`src/rtl/cnt_dir_decoder.sv`:
```
// Watches an up/down counter's output stream and recovers the direction code that drove it,
// along with wrap flags, illegal-step detection, a run length and an error count.
module cnt_dir_decoder #(
  parameter int WIDTH   = 4,
  parameter int RUN_W   = 8,
  parameter int MIN_RUN = 3
) (
  input  logic             cnt_clk,
  input  logic             cnt_rst,
  input  logic             cnt_vld,
  input  logic [WIDTH-1:0] cnt_val,
  output logic             dec_in0,
  output logic             dec_in1,
  output logic             dir_vld,
  output logic             dir_stable,
  output logic             wrap_up,
  output logic             wrap_dn,
  output logic             err_pulse,
  output logic [RUN_W-1:0] run_len,
  output logic [RUN_W-1:0] err_cnt
);

  typedef enum logic [2:0] {
    ST_SYNC = 3'd0,
    ST_HOLD = 3'd1,
    ST_UP   = 3'd2,
    ST_DOWN = 3'd3,
    ST_ERR  = 3'd4
  } state_t;

  localparam logic [WIDTH-1:0] ZERO_C   = {WIDTH{1'b0}};
  localparam logic [WIDTH-1:0] ONE_C    = WIDTH'(1);
  localparam logic [WIDTH-1:0] ALL_C    = {WIDTH{1'b1}};
  localparam logic [RUN_W-1:0] RUN_MAX  = {RUN_W{1'b1}};
  localparam logic [RUN_W-1:0] RUN_ONE  = RUN_W'(1);
  localparam logic [RUN_W-1:0] RUN_ZERO = {RUN_W{1'b0}};
  localparam logic [RUN_W-1:0] MIN_RUN_C = RUN_W'(MIN_RUN);

  state_t           state_r, state_s, class_s;
  logic [WIDTH-1:0] prev_r, prev_s, delta_s;
  logic             primed_r, primed_s;
  logic             dec_in0_r, dec_in0_s, dec_in1_r, dec_in1_s;
  logic             dir_vld_r, dir_vld_s, dir_stable_r, dir_stable_s;
  logic             wrap_up_r, wrap_up_s, wrap_dn_r, wrap_dn_s;
  logic             err_pulse_r, err_pulse_s;
  logic [RUN_W-1:0] run_len_r, run_len_s, err_cnt_r, err_cnt_s;

  // Classify the step between the previous sample and the current one (modular difference).
  always_comb begin
    delta_s = cnt_val - prev_r;
    if (delta_s == ZERO_C) begin
      class_s = ST_HOLD;
    end else if (delta_s == ONE_C) begin
      class_s = ST_UP;
    end else if (delta_s == ALL_C) begin
      class_s = ST_DOWN;
    end else begin
      class_s = ST_ERR;
    end
  end

  // Next-state and next-output logic; pulses default low, everything else holds.
  always_comb begin
    state_s      = state_r;
    prev_s       = prev_r;
    primed_s     = primed_r;
    dec_in0_s    = dec_in0_r;
    dec_in1_s    = dec_in1_r;
    dir_vld_s    = dir_vld_r;
    dir_stable_s = dir_stable_r;
    wrap_up_s    = 1'b0;
    wrap_dn_s    = 1'b0;
    err_pulse_s  = 1'b0;
    run_len_s    = run_len_r;
    err_cnt_s    = err_cnt_r;
    if (cnt_vld) begin
      prev_s   = cnt_val;
      primed_s = 1'b1;
      if (primed_r) begin
        state_s = class_s;
        case (class_s)
          ST_ERR: begin
            err_pulse_s  = 1'b1;
            err_cnt_s    = (err_cnt_r == RUN_MAX) ? RUN_MAX : err_cnt_r + RUN_ONE;
            run_len_s    = RUN_ZERO;
            dec_in0_s    = 1'b0;
            dec_in1_s    = 1'b0;
            dir_vld_s    = 1'b0;
            dir_stable_s = 1'b0;
          end
          default: begin
            // Coming from SYNC or ERR never matches class_s, so the run restarts at one.
            if (class_s == state_r) begin
              run_len_s = (run_len_r == RUN_MAX) ? RUN_MAX : run_len_r + RUN_ONE;
            end else begin
              run_len_s = RUN_ONE;
            end
            dir_vld_s    = 1'b1;
            dec_in1_s    = (class_s == ST_UP);
            dec_in0_s    = (class_s == ST_DOWN);
            dir_stable_s = (class_s != ST_HOLD) && (run_len_s >= MIN_RUN_C);
            wrap_up_s    = (class_s == ST_UP) && (prev_r == ALL_C) && (cnt_val == ZERO_C);
            wrap_dn_s    = (class_s == ST_DOWN) && (prev_r == ZERO_C) && (cnt_val == ALL_C);
          end
        endcase
      end else begin
        state_s = ST_SYNC;
      end
    end else begin
      state_s = state_r;
    end
  end

  // State and registered outputs, cleared asynchronously.
  always_ff @(posedge cnt_clk or negedge cnt_rst) begin
    if (!cnt_rst) begin
      state_r      <= ST_SYNC;
      prev_r       <= ZERO_C;
      primed_r     <= 1'b0;
      dec_in0_r    <= 1'b0;
      dec_in1_r    <= 1'b0;
      dir_vld_r    <= 1'b0;
      dir_stable_r <= 1'b0;
      wrap_up_r    <= 1'b0;
      wrap_dn_r    <= 1'b0;
      err_pulse_r  <= 1'b0;
      run_len_r    <= RUN_ZERO;
      err_cnt_r    <= RUN_ZERO;
    end else begin
      state_r      <= state_s;
      prev_r       <= prev_s;
      primed_r     <= primed_s;
      dec_in0_r    <= dec_in0_s;
      dec_in1_r    <= dec_in1_s;
      dir_vld_r    <= dir_vld_s;
      dir_stable_r <= dir_stable_s;
      wrap_up_r    <= wrap_up_s;
      wrap_dn_r    <= wrap_dn_s;
      err_pulse_r  <= err_pulse_s;
      run_len_r    <= run_len_s;
      err_cnt_r    <= err_cnt_s;
    end
  end

  assign dec_in0    = dec_in0_r;
  assign dec_in1    = dec_in1_r;
  assign dir_vld    = dir_vld_r;
  assign dir_stable = dir_stable_r;
  assign wrap_up    = wrap_up_r;
  assign wrap_dn    = wrap_dn_r;
  assign err_pulse  = err_pulse_r;
  assign run_len    = run_len_r;
  assign err_cnt    = err_cnt_r;

endmodule

```
`config.mk`:
```
export PLATFORM = sky130hd
export DESIGN_NAME = cnt_dir_decoder
export DESIGN_NICKNAME = d
export VERILOG_FILES = /design/src/rtl/cnt_dir_decoder.sv
export SDC_FILE = /design/constraint.sdc
export NUM_CORES = 1
export LEC_CHECK = 0
export CORE_MARGIN = 3
export CORE_UTILIZATION = 57
export CTS_BUF_LIST = sky130_fd_sc_hd__clkbuf_8 sky130_fd_sc_hd__clkbuf_16
export CTS_CLUSTER_DIAMETER = 200
export CTS_CLUSTER_SIZE = 10
export DETAILED_ROUTE_END_ITERATION = 8
export PLACE_DENSITY = 0.89
export SETUP_SLACK_MARGIN = 0.3
export SLEW_MARGIN = 20
export SYNTH_ARGS = -nofsm -noshare
export SYNTH_HDL_FRONTEND = slang
export SYNTH_SLANG_ARGS = --single-unit
```
`constraint.sdc`:
```
create_clock -name cnt_clk -period 5.88 [get_ports cnt_clk]
set_clock_uncertainty 0.15 [all_clocks]
set_input_delay 0.588 -clock cnt_clk [delete_from_list [all_inputs] [get_ports cnt_clk]]
set_output_delay 0.588 -clock cnt_clk [all_outputs]
set_load 0.1 [all_outputs]
```
# Yosys cells after proc, flatten, opt, wreduce, memory -nomap -nowiden
# Cells that the tools add are included.
# totals
out_inout_bits,23
regBits,31
elab_cells,61
input_bits,7
# classes
addsub,3
n_lt_le_gt_ge,1
eq_ne,11
reduce_logical,10
n_mux,24
# ops
cell,count
8-bit 2-to-1 mux,7
"8-bit by 1-bit adder with 8-bit output, second input constant",2
"8-bit equality test, second input constant",2
1-bit 2-to-1 mux,13
"4-bit equality test, second input constant",3
4-bit zero test,3
3-bit 2-to-1 mux,4
"8-bit by 2-bit >= comparator with 1-bit output, second input constant",1
"3-bit by 2-bit equality test with 1-bit output, second input constant",2
1-bit logical AND,5
"4-bit by 1-bit equality test with 1-bit output, second input constant",1
4-bit subtractor,1
3-bit equality test,1
"3-bit equality test, second input constant",1
"3-bit by 1-bit inequality test with 1-bit output, second input constant",1
3-bit AND reduction,1
2-bit AND reduction,1

# Logic depth before layout (Yosys ltp)
# depth
word_depth,13
mapped_depth,9
depth_no_buf,8

# Least setup slack after synthesis
# No wires, ideal clock.
# synth_path
path_kind,input-to-reg
startpoint,input cnt_val[0]
endpoint,"register run_len_r[0], in the netlist run_len[0]"
setup_slack_ns,3.066
arrival_time_ns,2.487
setup_time_ns,0.177
path_buffers,0
t_required_ns,5.553
path_stages,8
cell_sequence,inv_1 -> ha_1 -> fa_1 -> or2_0 -> or2_2 -> o2111a_1 -> a2111oi_0 -> a211oi_1
# synth_via
elab_chain_cells,11
word_cells_on_any_way,14
classes_between,add/sub: 1; eq/ne: 4; mux: 8; reduce/logical: 1
# synth_lines
item,line,text
"start, declared",11,"input logic [WIDTH-1:0] cnt_val,"
4-bit subtractor *,50,delta_s = cnt_val - prev_r;
4-bit equality test,55,end else if (delta_s == ALL_C) begin
3-bit 2-to-1 mux,55,
3-bit 2-to-1 mux,53,end else if (delta_s == ONE_C) begin
3-bit 2-to-1 mux *,51,if (delta_s == ZERO_C) begin
3-bit equality test,93,if (class_s == state_r) begin
8-bit 2-to-1 mux,93,
8-bit 2-to-1 mux,81,case (class_s)
8-bit 2-to-1 mux,79,if (primed_r) begin
8-bit 2-to-1 mux,76,if (cnt_vld) begin
8-bit 2-to-1 mux *,81,
"end signal, assigned",140,run_len_r <= run_len_s;
"end, declared",46,"logic [RUN_W-1:0] run_len_r, run_len_s, err_cnt_r, err_cnt_s;"
# Mark *: on every way between the ends. The rest lies on a longest branch, timed or not. The select of a mux whose other input is x is not followed.
# A chain may end at the register's enable or synchronous reset.

# Worst setup path in the final report
# layout_path
startpoint,input cnt_val[0]
endpoint,"register err_cnt_r[1], in the netlist err_cnt[1]"
# layout_via
elab_chain_cells,7
word_cells_on_any_way,9
classes_between,add/sub: 1; eq/ne: 3; mux: 3; reduce/logical: 2
# layout_lines
item,line,text
4-bit subtractor *,50,
4-bit equality test,55,
3-bit 2-to-1 mux,55,
3-bit 2-to-1 mux,53,
3-bit 2-to-1 mux *,51,
3-bit equality test *,81,
3-bit AND reduction (no source line) *,--,
"end signal, assigned",141,err_cnt_r <= err_cnt_s;
"end, declared",46,
# Mark *: on every way between the ends. The rest lies on a longest branch, timed or not.

==> impl_results.md <==
- Maximum number of pins on one net before global-route repair: 32
- Total of hold buffers inserted after clock tree synthesis: 0
- Placer congestion estimate: 0.9374
- Final worst path period share: 58.97%
- Number of antenna violations at the first check in global routing: 0
- Register-to-Register Setup Slack: 2.91 ns
- MaxCap Viol Count: 0
- Width of the die: 63.00 um
- Most frequently used flop master after synthesis: dfrtp_1
- Post-synthesis adder-cell area fraction: 4.459%
- Number of setup buffers added after CTS: 0
- Busiest layer in global routing: met2
- Setup-violating endpoint count in the final report: 0
- Start-to-end type of the worst setup path: in -> reg
- Finished layout cell area: 2235 sq um
- Unrepaired setup endpoints after global routing: no
- Critical R2R Capture: err_cnt[1]
- Startpoint type of the worst setup path: input pin
- Power after layout: 0.8952 mW
- TritonCTS clock tree: yes
- Total via count after detailed routing: 1645
- Wire length of the first global-routing pass: 7.431 mm
- Via-to-Cell Ratio: 6.231
- Setup WS pre-CTS: 2.138 ns
- Count of buffers from port buffering: 29
- Number of cells on the worst reg-to-reg path: 7
- Per-instance average area after synthesis: 9.545 sq um
- Total power divided by cell area: 400.6 nW/um^2
- Worst reg2reg startpoint: prev_r[0]
- Cell Area, Placed: 2147 sq um
- Antenna diode count: 0
- XOR/XNOR Fraction of Synth Area: 0.9459%
- Die outline area: 3968 sq um
- Number of global-route vias before repair: 1608
- Count of state elements after synthesis: 31
- Proportion of synthesized chip area in sequential cells: 41.89%
- Layout cell share with drive strength beyond 1: 8.636%
- Total Wirelength: 4.210 mm
- Overall track demand over capacity in global routing: 23.44%
- Height of the chip: 63.00 um
- Hold Path Stages: 1
- Outcome: finished, final reports clean
- Post-Synthesis Net Count: 207
- Async set or reset register ratio after synthesis: 100.0%
- Number of nets in the final layout: 233
- Combined area of all synthesized cells: 1852 sq um
- Fillers: 231
- Worst setup margin: 2.412 ns
- Number of enable-type register cells in the synthesized netlist: 0
- Cell count after synthesis: 194
- Pin slew with the least headroom to its limit: 0.9823 ns
- Max-slew headroom: 34.31%
- Initial Utilization: 60.16%
- Area share of and/or/nand/nor cells after synthesis: 21.22%
- Number of detailed-routing iterations run before antenna repair: 5
- Worst Hold Class: reg -> reg
- Most frequent cells in the layout: dfrtp_1 (31), clkdlybuf4s50_1 (29), nand2_1 (17), a31oi_1 (10)
- Number of buffers created by CTS: 5
- Remaining number of nets flagged by the antenna check after routing: 0
- Core region area: 3078 sq um
- Leakage dissipation: 0.9553 nW
- Met3 Use GR: 5.755%
- Cell Rows: 20
- Met2 Use GR: 39.53%
- H-tree depth: 2
- Area used by multi-input combinational logic: 984.7 sq um
- Critical path data arrival time: 3.48 ns
- Final Hold Viols: 0
- Leading cell type in the layout, fill and taps excluded: dfrtp_1
- Final critical delay including setup and external delays: 3.468 ns
- Gates resized, CTS repair: 0
- Synth Area in Compound Gates: 21.42%
- Multiplexer fraction of the synthesized cell area: 5.135%
- Total number of yosys warnings: 0
- Highest ir drop seen on vdd: 0.0004694 V
- Detail-routed net length per standard cell: 15.95 um
- Clock transition at path regs: 0.07 ns
- Setup TNS: 0 ns
- Element type at the critical path end: register
- Syn-to-layout area delta: 20.68%
- CP Data Required Time: 5.89 ns
- Worst min-delay path endpoint: primed_r
- Maximum clock frequency: 288.4 MHz
- Crit-path max FO: 11
- DRC violation count after routing: 0
- Largest family of logic cells by synthesized area: compound AO/OA/AOI/OAI gates
- Met1 Usage GRT: 29.27%
- Root buf cell: clkbuf_8
- Boundary pin count: 30
- Initial detailed-routing violation count: 144
- Final HPWL DP: 2.982 mm
- Maximum root-to-sink buffer count: 2
- Later-pin clock latency in the skew report: 0.28 ns
- Count of final max-slew check failures: 0
- Storage cell area: 775.7 sq um
- Total congestion overflow: 0
- Min-delay src: primed_r
- Netlist cell types: 55
- CTS sink cnt: 31
-- flip-flops by register name, indices dropped and copies added, names as in the netlist --
register and count:
prev_r 4, wrap_up 1, dec_in1 1, wrap_dn 1, err_pulse 1, run_len 8, err_cnt 8, state_r 3
dir_vld 1, dir_stable 1, primed_r 1, dec_in0 1
-- metal layers --
| layer | wire [um] | share of wire, % |
|---|---|---|
| met1 | 1800 | 43 |
| met2 | 2063 | 49 |
| met3 | 292 | 6.9 |
| met4 | 53 | 1.3 |
| met5 | 0 | 0 |
-- cell type report --
class                      instances  area share, %
inverter                           9          1.512
sequential                        31          34.71
timing repair buffer              30          13.33
multi-input combinational        143          44.06
clock buffer                       6          3.695
clock inverter                     1         0.2240
tap                               44          2.464
-- worst max path at each step --
stage / depth (start not counted) / slack (ns) / from / end
global route: 9 / 2.29 / cnt_val[0] / err_cnt[0]
global placement: 9 / 2.28 / cnt_val[0] / err_cnt[0]
finish: 9 / 2.41 / cnt_val[0] / err_cnt[1]
floorplan: 8 / 3.07 / cnt_val[0] / run_len[0]
detailed placement: 9 / 2.14 / cnt_val[0] / err_cnt[1]
CTS: 9 / 2.43 / cnt_val[0] / err_cnt[1]
-- stage by stage --
stage | std cells | util, % | hold slack, ns
after floorplan | 194 | - | 0.1424
after global placement | 257 | 69.76 | 0.3170
after detailed placement | 257 | 69.76 | 0.3182
after CTS | 264 | 72.60 | 0.3361
after global routing | 264 | 72.60 | 0.3503
final | 264 | 72.60 | 0.3360
-- cell usage after synthesis (4+ instances only) --
library cell | n | area, sq um
dfrtp_1 | 31 | 775.7
nand2_1 | 17 | 63.81
a31oi_1 | 10 | 62.56
a21oi_1 | 9 | 45.04
inv_1 | 9 | 33.78
nor2_1 | 9 | 33.78
clkbuf_1 | 8 | 30.03
o21ai_0 | 8 | 40.04
nand4_1 | 6 | 37.54
and3_1 | 5 | 31.28
ha_1 | 5 | 62.56
a211oi_1 | 4 | 30.03
a41oi_1 | 4 | 35.03
and2_1 | 4 | 25.02
mux2_2 | 4 | 45.04
nand3_1 | 4 | 20.02
-- kinds of logic after synthesis --
group           after synthesis
compound gates               57
fa+ha+maj                     6
simple gates                 70
flops                        31
xor+xnor                      2
mux                           8
buf+inv                      20
-- worst max-delay path, stage by stage --
cell             delay (ns)
clkdlybuf4s50_1        0.50
inv_1                  0.08
ha_1                   0.22
fa_1                   0.47
or2_0                  0.24
or2_2                  0.31
nand3b_1               0.39
and3_4                 0.37
mux2_4                 0.31
-- report_power, final --
| group | leakage, nW | total [mW] | switching, mW | internal (mW) |
|---|---|---|---|---|
| logic | 0.517 | 0.434 | 0.308 | 0.125 |
| registers | 0.391 | 0.297 | 0.0473 | 0.249 |
| clock network | 0.0470 | 0.165 | 0.0733 | 0.0916 |
| total | 0.955 | 0.895 | 0.429 | 0.466 |
Note: power is estimated with default switching activity, not from simulation.
==> variant, RTL diff (same settings) <==
The parameter `WIDTH` goes from 4 to 6.
--- a/src/rtl/cnt_dir_decoder.sv
+++ b/src/rtl/cnt_dir_decoder.sv
@@ -1,7 +1,7 @@
 // Watches an up/down counter's output stream and recovers the direction code that drove it,
 // along with wrap flags, illegal-step detection, a run length and an error count.
 module cnt_dir_decoder #(
-  parameter int WIDTH   = 4,
+  parameter int WIDTH   = 6,
   parameter int RUN_W   = 8,
   parameter int MIN_RUN = 3
 ) (
Ports: changed (resized cnt_val); port bits go from 30 to 32. The function was not compared with the original's and may differ.
==> variant against the original RTL <==
Sequential power is 3% higher; synthesized area grew 1.2%; final area up 3.2%; die area rose by 1.1%; power decreased by 0.23%; first-iteration DRC count increased by 2.8%; sequential cell count is 2 higher; count of clock-buffer cells in the layout shrank 1; routed wire length fell by 0.43%; hold slack lost 0.0074 ns; global-route usage shrank 0.54 points; setup slack worse by 0.019 ns; via count grew 4.3%; critical path type unchanged; largest power group unchanged.
==> variant: results <==
# TYPE chip_impl_metric gauge
chip_impl_metric{name="via_per_inst",unit=""} 5.958
chip_impl_metric{name="irDropWorstVdd",unit="mV"} 0.4207
chip_impl_metric{name="port_buffers",unit=""} 31
chip_impl_info{name="worstReg2RegEnd",value="err_cnt[6]"} 1
chip_impl_metric{name="detailed_place_hpwl",unit="microns"} 3050
chip_impl_info{name="synth.area.top_cells",value="sky130_fd_sc_hd__dfrtp_1, sky130_fd_sc_hd__ha_1, sky130_fd_sc_hd__a21oi_1"} 1
chip_impl_metric{name="timing.critical_path.fanout_max",unit=""} 6
chip_impl_metric{name="number_of_global_route_vias_before_repair",unit=""} 1591
chip_impl_info{name="hold_end",value="dec_in1"} 1
chip_impl_metric{name="synth_cell_types",unit=""} 46
chip_impl_metric{name="synth_sequential_area_ratio",unit="%"} 44.06
chip_impl_metric{name="detailedRoute.firstIterationViolations",unit=""} 148
chip_impl_info{name="hold_start",value="dec_in1"} 1
chip_impl_metric{name="leakagePower",unit="nW"} 0.9580
chip_impl_metric{name="worstHoldPathCells",unit=""} 2
chip_impl_metric{name="grt_pass1_wl",unit="microns"} 7245
chip_impl_metric{name="yosys.area_share.xor_xnor",unit="%"} 1.869
chip_impl_metric{name="share_of_cell_area_taken_by_muxes_after_synthesis",unit="%"} 3.538
chip_impl_metric{name="hold_ws",unit="ns"} 0.3285
chip_impl_metric{name="die_width",unit="microns"} 63.35
chip_impl_metric{name="grt_use_total",unit="%"} 22.90
chip_impl_metric{name="fillers",unit=""} 243
chip_impl_metric{name="gpl.final_weighted_congestion",unit=""} 0.8542
chip_impl_metric{name="p_int",unit="W"} 0.0004540
chip_impl_metric{name="routed_wire_length_per_instance",unit="microns"} 14.56
chip_impl_metric{name="sequentialPowerShare",unit="%"} 34.3
chip_impl_metric{name="synth_fp_nets",unit=""} 227
chip_impl_metric{name="power_total",unit="W"} 0.0008931
chip_impl_metric{name="rr_worst_depth",unit=""} 10
chip_impl_info{name="outcome",value="complete, no violations"} 1
chip_impl_metric{name="grt_start_max_net_pins",unit=""} 34
chip_impl_metric{name="crit_arrival",unit="ns"} 3.51
chip_impl_metric{name="crit_path_max_incr_delay",unit="ns"} 0.42
chip_impl_metric{name="powerComb",unit="W"} 0.000422
variant: cell count changes after synthesis, sizes merged, moves of 4 or more:
cell    delta
a21oi      +8
clkbuf     -4
inv        +5
nor2       +7
nand3     +10
nand2      +5
o21ai      +7
variant: worst max-delay path, delay by kind of cell:
kind,cells,cell delay (ns)
AO/OA/AOI/OAI,3,0.64
buffers and inverters,3,0.58
adder cells (fa/ha/maj),2,0.57
AND/OR/NAND/NOR,2,0.44
multiplexers,1,0.35
XOR/XNOR,1,0.34
variant: worst max path at each step:
stage                          start         end  slack, ns  depth (start not counted)
after global placement    cnt_val[0]  err_cnt[6]       2.30                         12
after CTS                 cnt_val[0]  err_cnt[6]       2.44                         12
after floorplan           cnt_val[0]  err_cnt[6]       2.85                         11
after detailed placement  cnt_val[0]  err_cnt[6]       2.12                         12
after global routing      cnt_val[0]  err_cnt[6]       2.22                         12
final                     cnt_val[0]  err_cnt[6]       2.39                         12
variant: layer usage:
metal  vias up  share of wire (%)  global-route usage (%)
li1        825                  -                       -
met1       824                 46                   30.28
met2        58                 47                   35.33
met3         9                5.5                   6.417
met4         0                1.9                   9.434
met5         -                  0                       0
variant: logic make-up after synthesis:
group / Yosys count
buffers and inverters: 20
DFF: 33
AOI/OAI and AO/OA: 56
muxes: 6
adders and majority gates: 8
and+or+nand+nor: 83
xor gates and xnor gates: 4
variant: area by class of cell:
class	count	area share, %
tap	44	2.387
clock buffer	5	2.984
timing repair buffer	32	13.78
multi-input combinational	157	42.16
clock inverter	3	0.5969
sequential	33	35.81
inverter	14	2.279
variant: through the flow:
| step | area [sq um] | util (%) |
|---|---|---|
| detailed placement | 2223 | 71.65 |
| global route | 2306 | 74.31 |
| CTS | 2306 | 74.31 |
| global placement | 2223 | 71.65 |
| finish | 2306 | 74.31 |
| floorplan | 1874 | - |
